===== src/rtl/cdb_arbiter.sv =====
// Common-data-bus arbiter: picks one execution-unit result per cycle
// (round-robin or fixed priority) and broadcasts it through a register.
module cdb_arbiter #(
  parameter int N_UNITS  = 4,
  parameter int RSV_ID_W = 6,
  parameter int DATA_W   = 32,
  parameter int CDB_W    = RSV_ID_W + DATA_W,
  parameter bit RR_MODE  = 1'b1,
  localparam int UW      = (N_UNITS > 1) ? $clog2(N_UNITS) : 1
) (
  input  logic                     clk,
  input  logic                     rst,
  input  logic                     branch_miss,
  input  logic [N_UNITS*CDB_W-1:0] i_cdb,
  input  logic [N_UNITS-1:0]       i_valid,
  output logic [N_UNITS-1:0]       i_ready,
  output logic [CDB_W-1:0]         cdb,
  output logic                     cdb_valid,
  output logic [UW-1:0]            cdb_unit
);

  logic [CDB_W-1:0]   pkt [N_UNITS];
  logic [UW-1:0]      ptr;
  logic [UW-1:0]      gnt;
  logic [UW-1:0]      gnt_nxt;
  logic               any;
  logic [N_UNITS-1:0] ready;

  for (genvar u = 0; u < N_UNITS; u++) begin : g_pkt
    assign pkt[u] = i_cdb[u*CDB_W +: CDB_W];
  end

  // Scan starts at ptr in RR mode, at unit 0 in fixed-priority mode.
  always_comb begin : sel
    int idx;
    idx   = 0;
    ready = '0;
    gnt   = '0;
    any   = 1'b0;
    if (!rst && !branch_miss) begin
      for (int k = 0; k < N_UNITS; k++) begin
        if (RR_MODE) idx = (int'(ptr) + k) % N_UNITS;
        else         idx = k;
        if (!any && i_valid[idx]) begin
          any        = 1'b1;
          ready[idx] = 1'b1;
          gnt        = UW'(idx);
        end
      end
    end
  end

  assign i_ready = ready;

  always_comb begin
    gnt_nxt = gnt + UW'(1);
    if (int'(gnt) == N_UNITS - 1) gnt_nxt = '0;
  end

  // Bus is zeroed whenever nothing was granted, so no stale tag lingers.
  always_ff @(posedge clk) begin
    if (rst) begin
      cdb       <= '0;
      cdb_valid <= 1'b0;
      cdb_unit  <= '0;
      ptr       <= '0;
    end else begin
      cdb_valid <= any;
      cdb       <= any ? pkt[gnt] : '0;
      cdb_unit  <= any ? gnt : '0;
      if (RR_MODE && any) ptr <= gnt_nxt;
    end
  end

endmodule


===== config.mk =====
export PLATFORM = sky130hd
export DESIGN_NAME = cdb_arbiter
export DESIGN_NICKNAME = d
export VERILOG_FILES = /design/src/rtl/cdb_arbiter.sv
export SDC_FILE = /design/constraint.sdc
export NUM_CORES = 1
export LEC_CHECK = 0
export ABC_CLOCK_PERIOD_IN_PS = 5500
export BUFFER_PORTS_ARGS = -buffer_cell sky130_fd_sc_hd__buf_2
export CORE_ASPECT_RATIO = 0.6
export CORE_UTILIZATION = 42
export DETAILED_ROUTE_END_ITERATION = 10
export HOLD_SLACK_MARGIN = 0.08
export PLACE_DENSITY_LB_ADDON = 0.05
export SLEW_MARGIN = 10
export SYNTH_ARGS = -nofsm -noshare
export SYNTH_HDL_FRONTEND = slang
export SYNTH_SLANG_ARGS = --single-unit

===== constraint.sdc =====
create_clock -name clk -period 5.5 [get_ports clk]
set_clock_uncertainty 0.1 [all_clocks]
set_input_delay 1.65 -clock clk [delete_from_list [all_inputs] [get_ports clk]]
set_output_delay 1.65 -clock clk [all_outputs]
set_load 0.03 [all_outputs]

==> flow_summary.toml, run 1 <==
[logic_synthesis]
yosysTopAreaCell = "dfxtp_1"
ys_ff_latch = 43
syn-cell-area_um2 = 2470
ys.flop_type = "dfxtp_1"
synthesis.nets = 406
synth_most_common_cell = "mux2i_1"
yosys.cell_types.count = 30
avgSynthCellArea_um2 = 10.3
yosysTopAreaCellShare = 0.348
synth.cells.most_frequent = "mux2i_1 (77), dfxtp_1 (43), o22ai_1 (39)"
netlist_top_cells_area = "dfxtp_1 (35%), mux2i_1 (31%), o22ai_1 (9.9%), ha_1 (4.1%), mux4_2 (3.6%)"
synth_edf_count = 0
synthCells = 239
async_flop_share = 0
yosysWarningCount = 0
yosysSeqAreaShare = 0.348

[clock_network]
cts_tree = "built"
insertion_delay_ps = 280
ctsHoldBuffers = 0
cts.path.max_buffers = 2
post_cts_resized = 0
cts_buffers = 5
cts_setup_buffers = 0
h-tree-depth = 2
clk_pin_slew_worst_paths_ps = 70
cts.sinks = 43
cts-root-buf = "clkbuf_8"

[drt]
drtAntennaViolNets = 0
remaining_drc_errors = 0
drt-vias-per-instance = 4.98
drtIter0Drc = 88
drtPass1Iterations = 4
wl_per_cell_um = 14.2
dr_total_vias = 2566
routed_wl_mm = 7.32

[global_routing]
antenna_found_initial = 0
overflow = 0
grt_pass1_vias = 2268
grt_pass1_wl_mm = 10.4
grt_usage = 0.221
grt_max_degree = 41

[placement]
gp_routability_congestion = 0.823
dpl_worst_slack_ps = 375
io_buffers = 203
hpwl_mm = 5.79

[pwr]
swShare = 0.365
p_int_uw = 618
power_frac_comb = 0.431
seq_power_share = 0.376
leakage_nw = 2.25
power_switching_uw = 356
cellPowerDensity_nw_per_um2 = 269
clkPwrFrac = 0.193
ir_drop_uv = 120

[critical_path]
worstPathRequired_ps = 3750
crit_type = "in2out"
cp-start-kind = "input port"
critical_path.max_fanout = 11
r2r_start = "ptr[0]$_SDFFE_PP0P_"
end_kind = "output port"
r2r_cells = 9
timing.rr.end = "cdb[13]$_SDFF_PP0_"
arrival_ps = 3400
worstSetupStartpoint = "i_valid[3]"
r2r_setup_slack_ps = 1690

[die]
fp.dieW_um = 101
core_um2 = 5620
die_area_um2 = 6200
die_h_um = 61.4
rows = 21
initial_core_util = 0.439
ios = 204

[sta]
slew_headroom = 0.511
final.setup.tns_ps = 0
setup_slack_ps = 351
tightest_slew_ps = 732
slew_violations = 0
setup-violations-final = 0
finalHoldViolations = 0
timing.final.crit_share = 0.936
rsz0062_at_grt = "false"
finalCriticalPeriod_ps = 5150
max_freq_mhz = 194

[cells_and_area]
synthToLayoutAreaGrowth_pct = 46.4
nFillCells = 523
nNetsFinal = 601
n_antenna_cell = 0
drive_above_1_share = 0.517

[min_path]
hold_path_startpoint = "ptr[1]$_SDFFE_PP0P_"
worstHoldPathCells = 2
hold_path_class = "reg2reg"
hold_end = "ptr[1]$_SDFFE_PP0P_"

[job]
maxCapViolations = 0

[outcome]
status = "finished, final reports clean"
## final cells by class
type                    instances  area [µm²]  share of cell area
multi-input cells             170        1490               0.411
repair buffers                208        1070               0.295
well taps                      80         100              0.0277
clock inverters                 1        5.00             0.00138
inverters                       6        22.5             0.00622
clock buffers                   7        76.3              0.0211
flip-flops and latches         43         861               0.238
## cell usage in the layout (no fill, tap or decap), types with 5 or more instances in the layout
| cell | count |
|---|---|
| inv_1 | 6 |
| o22ai_1 | 39 |
| clkbuf_8 | 5 |
| ha_1 | 8 |
| mux2i_1 | 77 |
| nor2_1 | 10 |
| dfxtp_1 | 43 |
| buf_2 | 203 |
## power by group through the flow
| stage | combinational (mW) | clock, mW | sequential, mW |
|---|---|---|---|
| final | 0.420 | 0.188 | 0.366 |
| after global routing | 0.453 | 0.211 | 0.370 |
| after CTS | 0.421 | 0.195 | 0.367 |
| after detailed placement | 0.420 | 0 | 0.374 |
| after global placement | 0.414 | 0 | 0.373 |
| after floorplan | 0.219 | 0 | 0.443 |
## kinds of logic (layout without fill, tap and decap cells)
family	count (synthesis)	in the layout	share of synthesized area
buf+inv	26	222	0.0547
mux	84	84	0.362
fa+ha+maj	8	8	0.0405
compound gates	56	56	0.147
flops	43	43	0.348
xor+xnor	1	1	0.00354
simple gates	21	21	0.0435
## worst max path at each step
stage	end	slack (ps)	depth (start not counted)
after detailed placement	i_ready[2]	380	7
after floorplan	i_ready[0]	660	5
final	i_ready[2]	350	7
after global routing	i_ready[2]	250	7
after CTS	i_ready[2]	380	7
after global placement	i_ready[3]	460	7
## registers in the layout, indices dropped and copies added, names as in the netlist
register	count
cdb	38
cdb_unit	2
ptr	2
cdb_valid	1
## stage by stage
step | util | instance area [µm²] | hold slack, ps | power [mW] | cells
final | 0.644 | 3620 | 526 | 0.974 | 515
after global routing | 0.644 | 3620 | 567 | 1.03 | 515
after CTS | 0.644 | 3620 | 535 | 0.983 | 515
after detailed placement | 0.629 | 3540 | 522 | 0.794 | 507
after global placement | 0.629 | 3540 | 508 | 0.787 | 507
after floorplan | - | 2470 | 453 | 0.662 | 239
## layer usage
layer | wire length [µm] | GRT usage | part of all wire | vias to the layer above
li1 | - | - | - | 1294
met1 | 2890 | 0.259 | 0.39 | 1146
met2 | 3540 | 0.390 | 0.48 | 120
met3 | 837 | 0.0931 | 0.11 | 6
met4 | 52 | 0.0373 | 0.0071 | 0
met5 | 0 | 0 | 0 | -
## worst max-delay path, stage by stage
cell and delay (ps):
buf_2 130, mux4_2 600, nor3_1 260, and2_1 310, a221oi_1 130, nor2_1 100, buf_2 200
Note: power is estimated with default switching activity, not from simulation.
==> run 2, diff against run 1 <==
--- a/config.mk
+++ b/config.mk
@@ -11,7 +11,7 @@
 export CORE_UTILIZATION = 42
 export DETAILED_ROUTE_END_ITERATION = 10
 export HOLD_SLACK_MARGIN = 0.08
-export PLACE_DENSITY_LB_ADDON = 0.05
+export PLACE_DENSITY = 0.86
 export SLEW_MARGIN = 10
 export SYNTH_ARGS = -nofsm -noshare
 export SYNTH_HDL_FRONTEND = slang
==> flow_summary.toml, run 2 (synthesis results as in run 1) <==
[clock_network]
cts.path.max_buffers = 2
post_cts_resized = 0
ctsHoldBuffers = 0
insertion_delay_ps = 290
clk_pin_slew_worst_paths_ps = 80
cts.sinks = 43
cts_buffers = 5
cts_setup_buffers = 0
h-tree-depth = 2
cts-root-buf = "clkbuf_8"
cts_tree = "built"

[drt]
dr_total_vias = 2628
wl_per_cell_um = 14.6
drtAntennaViolNets = 0
drt-vias-per-instance = 5.11
drtPass1Iterations = 4
routed_wl_mm = 7.53
drtIter0Drc = 85
remaining_drc_errors = 0

[critical_path]
end_kind = "output port"
cp_top_family = "simple AND/OR/NAND/NOR gates"
r2r_start = "ptr[0]$_SDFFE_PP0P_"
worstSetupStartpoint = "i_valid[0]"
critical_path.max_fanout = 11
cp-start-kind = "input port"
cp-endpoint = "i_ready[2]"
worstPathRequired_ps = 3750
crit_type = "in2out"
path_buf_inv = 2
r2r_cells = 9
cp_common_cell = "buf_2"
cp.depth = 7
timing.rr.end = "cdb[34]$_SDFF_PP0_"
crit_path_top_delay_cell = "mux4_2"
arrival_ps = 3420
crit_chain = "buf_2, mux4_2, nor3_1, and2_1, a221oi_1, nor2_1, buf_2"
r2r_setup_slack_ps = 1780
cp_slowest_stage_delay_ps = 590

[sta]
final.setup.tns_ps = 0
setup_slack_ps = 328
hold_slack_ps = 546
rsz0062_at_grt = "false"
finalHoldViolations = 0
slew_violations = 0
timing.final.crit_share = 0.940
setup-violations-final = 0
slew_headroom = 0.523
max_freq_mhz = 193
finalCriticalPeriod_ps = 5170
tightest_slew_ps = 715

[cells_and_area]
nFillCells = 492
n_antenna_cell = 0
largest_reg_flops = 38
final_common_cell = "buf_2"
biggestRegsByFlops = "cdb (38), cdb_unit (2), ptr (2)"
synthToLayoutAreaGrowth_pct = 46.8
stdcell_area_um2 = 3630
drive_above_1_share = 0.518
layout_common_cells = "buf_2 (203), mux2i_1 (77), dfxtp_1 (43), o22ai_1 (39), nor2_1 (10)"
nNetsFinal = 600
seq_area_um2 = 861
multi_input_area_um2 = 1490
regMostFlops = "cdb"

[job]
maxCapViolations = 0

[global_routing]
grt_pass1_wl_mm = 10.5
use_met1 = 0.268
grt_usage = 0.222
grt_max_degree = 39
grt_pass1_vias = 2279
overflow = 0
gr-usage-met2 = 0.393
antenna_found_initial = 0
busiest_layer = "met2"
use_met3 = 0.0681

[placement]
io_buffers = 203
dpl_worst_slack_ps = 378
gp_routability_congestion = 0.793
hpwl_mm = 5.98
placed_area_um2 = 3540

[pwr]
ir_drop_uv = 133
cellPowerDensity_nw_per_um2 = 271
leakage_nw = 2.25
power_uw = 985

[die]
ios = 204
core_um2 = 5620
die_h_um = 61.4
fp.dieW_um = 101
initial_core_util = 0.439
rows = 21
die_area_um2 = 6200

[min_path]
hold_path_class = "reg2reg"

[outcome]
status = "finished, final reports clean"
[run 2: cell count changes in the layout (fill, tap and decap cells not counted), sizes merged]
| cell | before | now |
|---|---|---|
| buf | 208 | 207 |
| clkbuf | 7 | 6 |
| clkinvlp | 0 | 1 |
[run 2: cell type report]
type / instances / area share
inverter: 6 / 0.00621
clock buffer: 6 / 0.0200
timing repair buffer: 207 / 0.295
clock inverter: 2 / 0.00345
multi-input combinational: 170 / 0.410
tap: 80 / 0.0276
sequential: 43 / 0.237
[run 2: how the worst min path moves through the flow]
stage | start | endpoint | slack [ps] | cells past startpoint
6_report | ptr[1]$_SDFFE_PP0P_ | ptr[1]$_SDFFE_PP0P_ | 550 | 2
3_5_place_dp | ptr[1]$_SDFFE_PP0P_ | ptr[1]$_SDFFE_PP0P_ | 530 | 2
2_1_floorplan | ptr[1]$_SDFFE_PP0P_ | ptr[1]$_SDFFE_PP0P_ | 450 | 2
5_1_grt | ptr[1]$_SDFFE_PP0P_ | ptr[1]$_SDFFE_PP0P_ | 590 | 2
3_3_place_gp | ptr[1]$_SDFFE_PP0P_ | ptr[1]$_SDFFE_PP0P_ | 500 | 2
4_1_cts | ptr[1]$_SDFFE_PP0P_ | ptr[1]$_SDFFE_PP0P_ | 550 | 2
[run 2: power breakdown]
| part | switching, mW | internal [mW] | total, mW |
|---|---|---|---|
| logic | 0.240 | 0.181 | 0.421 |
| clock network | 0.108 | 0.0889 | 0.197 |
| registers | 0.0179 | 0.349 | 0.367 |
[run 2: layer usage]
metal,vias to the layer above,part of all wire
met4,0,0.0088
met2,122,0.49
li1,1293,-
met3,8,0.086
met5,-,0
met1,1205,0.41
[run 2: through the flow]
stage	cells	utilization
global placement	506	0.630
CTS	514	0.645
finish	514	0.645
detailed placement	506	0.630
global route	514	0.645
floorplan	239	-
[run 2: worst reg2reg max path: stages, from the launching register on]
cell	delay, ps
dfxtp_1	670
inv_1	290
ha_1	490
mux4_2	360
nor2b_4	80
nor2_1	200
o32a_2	660
buf_12	310
mux2i_1	310
o22ai_1	110
==> run 3, diff against run 2 <==
--- a/config.mk
+++ b/config.mk
@@ -12,6 +12,7 @@
 export DETAILED_ROUTE_END_ITERATION = 10
 export HOLD_SLACK_MARGIN = 0.08
 export PLACE_DENSITY = 0.86
+export RECOVER_POWER = 25
 export SLEW_MARGIN = 10
 export SYNTH_ARGS = -nofsm -noshare
 export SYNTH_HDL_FRONTEND = slang
==> flow_summary.toml, run 3 (synthesis results as in run 1) <==
[placement]
hpwl_mm = 5.98
dpl_worst_slack_ps = 378
io_buffers = 203
dp.cells = 506
gp_routability_congestion = 0.793

[die]
die_h_um = 61.4
fp.dieW_um = 101
rows = 21
core_um2 = 5620
ios = 204
die_area_um2 = 6200
initial_core_util = 0.439

[cells_and_area]
nNetsFinal = 600
drive_above_1_share = 0.468
synthToLayoutAreaGrowth_pct = 45.7
layout_common_cells = "buf_2 (181), mux2i_1 (77), dfxtp_1 (43), o22ai_1 (39), clkbuf_1 (23)"
final_common_cell = "buf_2"
nFillCells = 509
largest_reg_flops = 38
regMostFlops = "cdb"
biggestRegsByFlops = "cdb (38), cdb_unit (2), ptr (2)"
stdcell_count = 514
multi_input_area_um2 = 1490
seq_area_um2 = 861
n_antenna_cell = 0

[critical_path]
end_kind = "output port"
worstPathRequired_ps = 3750
path_buf_inv = 2
r2r_cells = 9
cp-start-kind = "input port"
cp_top_family = "simple AND/OR/NAND/NOR gates"
crit_path_top_delay_cell = "mux4_2"
crit_type = "in2out"
critical_path.max_fanout = 11
timing.rr.end = "cdb[34]$_SDFF_PP0_"
arrival_ps = 3420
r2r_start = "ptr[0]$_SDFFE_PP0P_"
cp_common_cell = "buf_2"
crit_chain = "buf_2, mux4_2, nor3_1, and2_1, a221oi_1, nor2_1, buf_2"
cp_slowest_stage_delay_ps = 580
r2r_setup_slack_ps = 1790

[clock_network]
insertion_delay_ps = 290
cts_setup_buffers = 0
ctsHoldBuffers = 0
cts_tree = "built"
cts-root-buf = "clkbuf_8"
cts.path.max_buffers = 2
cts_buffers = 5
clk_pin_slew_worst_paths_ps = 80
post_cts_resized = 0
cts.sinks = 43
h-tree-depth = 2

[global_routing]
antenna_found_initial = 0
grt_pass1_wl_mm = 10.5
grt_usage = 0.222
grt_max_degree = 39
overflow = 0
grt_pass1_vias = 2279

[pwr]
p_int_uw = 614
ir_drop_uv = 133
seq_power_share = 0.375
clkPwrFrac = 0.202
cellPowerDensity_nw_per_um2 = 272
power_switching_uw = 367
power_frac_comb = 0.423
power_uw = 981
swShare = 0.374
leakage_nw = 2.16

[sta]
final.setup.tns_ps = 0
tightest_slew_ps = 716
max_freq_mhz = 194
timing.final.crit_share = 0.939
finalCriticalPeriod_ps = 5170
setup-violations-final = 0
slew_violations = 0
setup_slack_ps = 334
slew_headroom = 0.523
rsz0062_at_grt = "false"
finalHoldViolations = 0
hold_slack_ps = 544

[outcome]
status = "finished, final reports clean"

[drt]
drtAntennaViolNets = 0
remaining_drc_errors = 0
routed_wl_mm = 7.53
wl_per_cell_um = 14.7
drtIter0Drc = 73
drt-vias-per-instance = 5.11
dr_total_vias = 2627
drtPass1Iterations = 4

[min_path]
hold_path_class = "reg2reg"
hold_end = "ptr[1]$_SDFFE_PP0P_"
hold_path_startpoint = "ptr[1]$_SDFFE_PP0P_"
worstHoldPathCells = 2

[job]
maxCapViolations = 0
==> run 3: cell count changes in the layout (fill, tap and decap cells not counted) <==
cell      change
buf_2        -22
clkbuf_1     +22
==> run 3: power groups by stage <==
stage	logic [mW]	registers (mW)	clock network [mW]
detailed placement	0.420	0.374	0
global placement	0.407	0.372	0
CTS	0.421	0.368	0.206
global route	0.448	0.372	0.220
floorplan	0.219	0.443	0
finish	0.415	0.368	0.198
==> run 3: worst max-delay path by stage <==
stage               startpoint         end  slack, ps  cells past startpoint
floorplan           i_valid[2]  i_ready[0]        660                      5
global placement    i_valid[1]  i_ready[3]        460                      7
detailed placement  i_valid[1]  i_ready[2]        380                      7
CTS                 i_valid[1]  i_ready[2]        370                      7
global route        i_valid[3]  i_ready[2]        210                      7
finish              i_valid[0]  i_ready[2]        330                      7
==> run 3: cell type report <==
| cell class | instances | area share |
|---|---|---|
| clock buffer | 6 | 0.0202 |
| clock inverter | 2 | 0.00348 |
| inverter | 6 | 0.00626 |
| multi-input combinational | 170 | 0.413 |
| sequential | 43 | 0.239 |
| tap | 80 | 0.0278 |
| timing repair buffer | 207 | 0.290 |
==> run 3: routing by layer <==
metal	GRT usage	vias up	wire, µm
met1	0.268	1202	3140
met2	0.393	121	3690
met3	0.0681	10	623
met5	0	-	0
met4	0.0642	0	80
li1	-	1294	-
==> run 3: per-stage QoR <==
stage | utilization | instance area [µm²]
after CTS | 0.645 | 3630
after global routing | 0.640 | 3600
after global placement | 0.630 | 3540
final | 0.640 | 3600
after floorplan | - | 2470
after detailed placement | 0.630 | 3540
==> run 3: tightest hold or removal path: stages (launching register included) <==
cell and delay, ps:
dfxtp_1 440, nand2_1 110, a21oi_1 50
